File: src/rtl/dma_xfer_sequencer.sv
// DMA front-end: splits one request into MAX_CHUNK-boundary-safe chunks, issues
// paired reader/writer commands, tracks outstanding statuses, reports one completion.
module dma_xfer_sequencer #(
  parameter int ADDR_W          = 64,
  parameter int LEN_W           = 32,
  parameter int MAX_CHUNK       = 4096,
  parameter int MAX_OUTSTANDING = 4,
  parameter int CL_W            = $clog2(MAX_CHUNK) + 1
) (
  input  logic              ACLK,
  input  logic              ARESETn,
  input  logic              req_valid,
  output logic              req_ready,
  input  logic [ADDR_W-1:0] req_src,
  input  logic [ADDR_W-1:0] req_dst,
  input  logic [LEN_W-1:0]  req_len,
  output logic              rd_cmd_valid,
  input  logic              rd_cmd_ready,
  output logic [ADDR_W-1:0] rd_cmd_addr,
  output logic [CL_W-1:0]   rd_cmd_len,
  output logic              wr_cmd_valid,
  input  logic              wr_cmd_ready,
  output logic [ADDR_W-1:0] wr_cmd_addr,
  output logic [CL_W-1:0]   wr_cmd_len,
  input  logic              rd_stat_valid,
  output logic              rd_stat_ready,
  input  logic              rd_stat_err,
  input  logic              wr_stat_valid,
  output logic              wr_stat_ready,
  input  logic              wr_stat_err,
  output logic              done_valid,
  input  logic              done_ready,
  output logic              done_err,
  output logic              busy
);
  localparam int OFF_W = $clog2(MAX_CHUNK);
  localparam int PW    = $clog2(MAX_OUTSTANDING + 1);

  typedef enum logic [1:0] {S_IDLE, S_ISSUE, S_DRAIN, S_DONE} state_t;

  state_t            r_state, w_state_nxt;
  logic              r_live;
  logic [ADDR_W-1:0] r_src, r_dst;
  logic [LEN_W-1:0]  r_rem, w_rem_nxt;
  logic              r_err, r_rd_sent, r_wr_sent;
  logic [PW-1:0]     r_rd_pend, r_wr_pend, w_rd_pend_nxt, w_wr_pend_nxt;
  logic [CL_W-1:0]   w_src_room, w_dst_room, w_rem_cap, w_chunk;
  logic              w_accept, w_req_bad, w_rd_hs, w_wr_hs;
  logic              w_rd_stat_hs, w_wr_stat_hs, w_chunk_done, w_stat_win;

  // r_live keeps every ready low during reset and for the first edge after release
  assign req_ready     = r_live && (r_state == S_IDLE);
  assign rd_stat_ready = r_live;
  assign wr_stat_ready = r_live;
  assign busy          = (r_state != S_IDLE);
  assign done_valid    = (r_state == S_DONE);
  assign done_err      = r_err;

  assign w_accept  = req_valid && req_ready;
  assign w_req_bad = (req_len == '0) || (|req_src[2:0]) || (|req_dst[2:0]) || (|req_len[2:0]);

  assign w_src_room = CL_W'(MAX_CHUNK) - {1'b0, r_src[OFF_W-1:0]};
  assign w_dst_room = CL_W'(MAX_CHUNK) - {1'b0, r_dst[OFF_W-1:0]};
  assign w_rem_cap  = (r_rem >= LEN_W'(MAX_CHUNK)) ? CL_W'(MAX_CHUNK) : r_rem[CL_W-1:0];

  always_comb begin
    w_chunk = w_rem_cap;
    if (w_src_room < w_chunk) w_chunk = w_src_room;
    if (w_dst_room < w_chunk) w_chunk = w_dst_room;
  end

  assign rd_cmd_valid = (r_state == S_ISSUE) && !r_rd_sent && (r_rd_pend < PW'(MAX_OUTSTANDING));
  assign wr_cmd_valid = (r_state == S_ISSUE) && !r_wr_sent && (r_wr_pend < PW'(MAX_OUTSTANDING));
  assign rd_cmd_addr  = r_src;
  assign wr_cmd_addr  = r_dst;
  assign rd_cmd_len   = w_chunk;
  assign wr_cmd_len   = w_chunk;

  assign w_rd_hs      = rd_cmd_valid && rd_cmd_ready;
  assign w_wr_hs      = wr_cmd_valid && wr_cmd_ready;
  assign w_rd_stat_hs = rd_stat_valid && rd_stat_ready;
  assign w_wr_stat_hs = wr_stat_valid && wr_stat_ready;
  assign w_stat_win   = (r_state == S_ISSUE) || (r_state == S_DRAIN);
  assign w_chunk_done = (r_state == S_ISSUE) && (r_rd_sent || w_rd_hs) && (r_wr_sent || w_wr_hs);
  assign w_rem_nxt    = r_rem - LEN_W'(w_chunk);

  // a status with nothing pending is swallowed rather than underflowing
  always_comb begin
    w_rd_pend_nxt = r_rd_pend;
    if (w_rd_hs && !w_rd_stat_hs)                         w_rd_pend_nxt = r_rd_pend + 1'b1;
    else if (!w_rd_hs && w_rd_stat_hs && r_rd_pend != '0) w_rd_pend_nxt = r_rd_pend - 1'b1;
    w_wr_pend_nxt = r_wr_pend;
    if (w_wr_hs && !w_wr_stat_hs)                         w_wr_pend_nxt = r_wr_pend + 1'b1;
    else if (!w_wr_hs && w_wr_stat_hs && r_wr_pend != '0) w_wr_pend_nxt = r_wr_pend - 1'b1;
  end

  always_comb begin
    w_state_nxt = r_state;
    case (r_state)
      S_IDLE:  if (w_accept) w_state_nxt = w_req_bad ? S_DONE : S_ISSUE;
      S_ISSUE: if (w_chunk_done && w_rem_nxt == '0) w_state_nxt = S_DRAIN;
      S_DRAIN: if (w_rd_pend_nxt == '0 && w_wr_pend_nxt == '0) w_state_nxt = S_DONE;
      S_DONE:  if (done_ready) w_state_nxt = S_IDLE;
      default: w_state_nxt = S_IDLE;
    endcase
  end

  always_ff @(posedge ACLK or negedge ARESETn) begin
    if (!ARESETn) begin
      r_state   <= S_IDLE;
      r_live    <= 1'b0;
      r_src     <= '0;
      r_dst     <= '0;
      r_rem     <= '0;
      r_err     <= 1'b0;
      r_rd_sent <= 1'b0;
      r_wr_sent <= 1'b0;
      r_rd_pend <= '0;
      r_wr_pend <= '0;
    end else begin
      r_state   <= w_state_nxt;
      r_live    <= 1'b1;
      r_rd_pend <= w_rd_pend_nxt;
      r_wr_pend <= w_wr_pend_nxt;
      if (w_accept) begin
        r_src <= req_src;
        r_dst <= req_dst;
        r_rem <= req_len;
        r_err <= w_req_bad;
      end else begin
        if (w_chunk_done) begin
          r_src     <= r_src + ADDR_W'(w_chunk);
          r_dst     <= r_dst + ADDR_W'(w_chunk);
          r_rem     <= w_rem_nxt;
          r_rd_sent <= 1'b0;
          r_wr_sent <= 1'b0;
        end else begin
          if (w_rd_hs) r_rd_sent <= 1'b1;
          if (w_wr_hs) r_wr_sent <= 1'b1;
        end
        if (w_stat_win)
          r_err <= r_err | (w_rd_stat_hs & rd_stat_err) | (w_wr_stat_hs & wr_stat_err);
      end
    end
  end

endmodule

File: config.mk
export PLATFORM = sky130hd
export DESIGN_NAME = dma_xfer_sequencer
export DESIGN_NICKNAME = d
export VERILOG_FILES = /design/src/rtl/dma_xfer_sequencer.sv
export SDC_FILE = /design/constraint.sdc
export NUM_CORES = 1
export LEC_CHECK = 0
export CAP_MARGIN = 40
export CORE_ASPECT_RATIO = 1.1
export CORE_UTILIZATION = 40
export DETAILED_ROUTE_END_ITERATION = 12
export PLACE_DENSITY = 0.67
export SLEW_MARGIN = 20
export SYNTH_ARGS = -nofsm -noshare
export SYNTH_HDL_FRONTEND = slang
export SYNTH_SLANG_ARGS = --single-unit
File: constraint.sdc
create_clock -name ACLK -period 17.6 [get_ports ACLK]
set_input_delay 2.64 -clock ACLK [delete_from_list [all_inputs] [get_ports ACLK]]
set_output_delay 2.64 -clock ACLK [all_outputs]
set_load 0.05 [all_outputs]
==> results.md <==
- M1 WL: 18.61 mm
- GR Overflow Total: 0
- CTS tree: done
- Post-DR wirelength/cell: 19.63 um
- Critical Path Source Type: flop
- Placer's final routability congestion estimate: 0.9586
- Crit-path most repeated cell: a21o_1
- Chip height: 191.8 um
- Pin count of the biggest net entering global routing: 99
- Crit end category: primary output
- Worst Clk Skew: 16.05 ps
- WP data required: 14960 ps
- Final wirelength: 46.02 mm
- Critical path cell sequence: or4_4, or2_1, or2_4, inv_1, nand2_1, ha_1, a21o_1, a21o_1, a211oi_1, o21bai_1, a21o_1, a221oi_2, buf_4, nor2_1, a21oi_1, ha_1, a21o_1, a21o_1, a21oi_1, o21ai_0, o41ai_4, buf_4, mux2i_1, clkdlybuf4s50_1
- Clock Tree Buf Depth: 2
- Number of fill cells: 3115
- Dpl cells: 2307
- Cells after Synth: 1611
- Tcrit/Tclk final: 60.91%
- Final setup fails: 0
- CP Class: flop to primary output
- Crit path DAT: 8080 ps
- Hold Path Class: flop to flop
- Status: finished clean
- Area Growth Syn to Fin: 33.32%
- Met2 WL: 22.17 mm
- Clk_lat worst skew: 440 ps
- Vias per cell: 5.571
- Synth Flop Type: dfrtp_1
- RSZ-0062 raised after global routing: false
- Finished Layout Cells: 2344
- Clock Tree Root: clkbuf_16
- Syn nets: 1860
- Slew HR: 46.41%
- Cell area after synthesis: 13100 um2
- Slowest cell on the critical path: clkdlybuf4s50_1
- TritonCTS Sinks: 172
- # resized after CTS: 0
- Clock transition at path regs: 70 ps
- Metal3 WL: 3.493 mm
- Register area share after synthesis: 32.87%
- H-tree Lvls: 4
- Top layer in use: met5
- Die X: 174.5 um
- Global-route wire length before repair: 71.44 mm
- TritonCTS Buffers: 17
- Fin. Hold Viols: 0
- Starting DRT DRC Count: 837
- Setup TNS: 0 ps
- DP HPWL: 35.71 mm
- Period minus WS final: 10720 ps
- Synth Warn #: 0
- Worst-margin pin slew: 803.9 ps
- Initial Util: 40.56%
- Number of flops mapped to enable cells by yosys: 0
- CORE AREA: 32290 um2
- Die Area: 33470 um2
- Crit path max fanout: 21
- Async S/R FF share, synth: 100.0%
- Fin. max-slew vios: 0
- Remaining DRCs: 0
- Setup Buffers After CTS: 0
- Yosys cell types: 77
- Port bufs: 331
- Register bit total from synthesis: 172
- Max cap viols: 0
- Rows: 69
- GR Util All Layers: 27.59%
- First-pass DRT Iterations: 5
- Synthesized area per cell: 8.129 um2
- Vias after detailed routing: 13060
- ANT nets after route: 0
- Initial antenna violation count: 3
- Hold buffers post-CTS: 0
- NumNets Final: 2152
- # IOs: 332
- Max Fclk: 93.28 MHz
- Vias in the first global route: 12880
- Max incr delay on CP: 910 ps
- Share of cells above drive strength 1: 4.280%
through the flow:
stage	hold slack [ps]	instance area, um2	setup slack (ps)	util [%]
after floorplan	503.1	13100	7825	-
after detailed placement	530.1	16800	7400	52.03
after CTS	544.1	17400	6876	53.88
final	535.6	17460	6879	54.08
after global placement	518.8	16700	7540	51.74
after global routing	570.6	17460	6467	54.07
kinds of logic after synthesis:
family / Yosys count / synth area share, %
and+or+nand+nor: 662 / 23.87
xor gates and xnor gates: 179 / 11.97
muxes: 34 / 2.914
buffers and inverters: 129 / 4.299
AOI/OAI and AO/OA: 355 / 16.34
DFF: 172 / 32.87
adders and majority gates: 79 / 7.720
other: 1 / 0.02863
area by class of cell:
cell class / instances / area [um2] / share of cell area [%]
inverters: 49 / 183.9 / 1.053
flip-flops and latches: 172 / 4304 / 24.65
clock buffers: 19 / 442.9 / 2.537
well taps: 426 / 533.0 / 3.053
diodes: 2 / 5.005 / 0.02866
multi-input cells: 1310 / 8277 / 47.40
repair buffers: 353 / 3563 / 20.41
clock inverters: 13 / 151.4 / 0.8671
worst max-delay path: cells and delay by family, from the launching register on:
family,cells,cell delay (ps)
buf+inv,4,1900
flops,1,450
mux,1,550
fa+ha+maj,2,620
simple gates,5,1450
compound gates,12,2650
layout by cell type (no fill, tap or decap), types with 14 or more instances in the layout:
cell,count
a21o_1,29
xor2_1,87
buf_4,14
nor2_1,164
dfrtp_1,172
clkbuf_16,17
nand2_1,223
o21ai_0,132
and2_1,18
clkdlybuf4s50_1,330
a21oi_1,109
nor4_1,29
xnor2_1,92
nor3_1,41
and3_1,24
ha_1,76
inv_1,49
a31oi_1,16
nand4_1,40
mux2i_1,22
nand3_1,56
sequential cells by signal, summed over array words and instances, names as in the netlist:
register	cells
done_err	1
r_wr_pend	3
rd_cmd_addr	64
r_rem	32
wr_cmd_addr	64
r_state	2
r_rd_sent	1
rd_stat_ready	1
r_wr_sent	1
r_rd_pend	3
cells in the mapped netlist (4+ instances only):
master	number	share of area, %
and2_1	18	0.86
dfrtp_1	172	33
nor3_1	41	1.6
o211ai_1	6	0.34
nor2b_1	9	0.43
nand2b_1	7	0.33
a21o_1	29	1.7
nor3b_1	5	0.29
nor4_1	29	1.4
xor2_1	87	5.8
nand4_1	40	1.9
a2111oi_0	4	0.27
and3_1	25	1.2
a21oi_1	109	4.2
nand3_1	56	2.1
a221o_1	4	0.31
ha_1	76	7.3
and4_1	8	0.54
a31oi_1	16	0.76
mux2_4	7	0.80
o21ai_0	132	5.0
inv_1	49	1.4
nand3b_1	4	0.23
nand2_1	224	6.4
or3_1	8	0.38
nor2_1	164	4.7
or4_1	9	0.52
buf_4	14	0.80
mux2i_1	22	1.7
o21a_1	8	0.46
clkbuf_1	57	1.6
mux2_2	5	0.43
xnor2_1	92	6.2
a211oi_1	8	0.46
final timing paths:
check	slack, ps	startpoint	to	cells after the start
max	6880	r_rem[16]	rd_cmd_len[0]	24
min	540	done_err	done_err	2
max reg2reg	7490	r_rem[16]	r_state[1]	35
min reg2reg	540	done_err	done_err	2
max in group asynchronous	14460	ARESETn	rd_cmd_addr[19]	3
min in group asynchronous	2090	ARESETn	wr_cmd_addr[49]	1
metal layers:
metal | GRT usage, % | vias to the layer above
met5 | 0 | -
met4 | 11.47 | 4
met3 | 7.779 | 95
met2 | 46.74 | 455
met1 | 32.80 | 6251
li1 | - | 6253
Power is not shown: default switching activity piles up to over one toggle a cycle in this logic, so the estimate is an artifact.
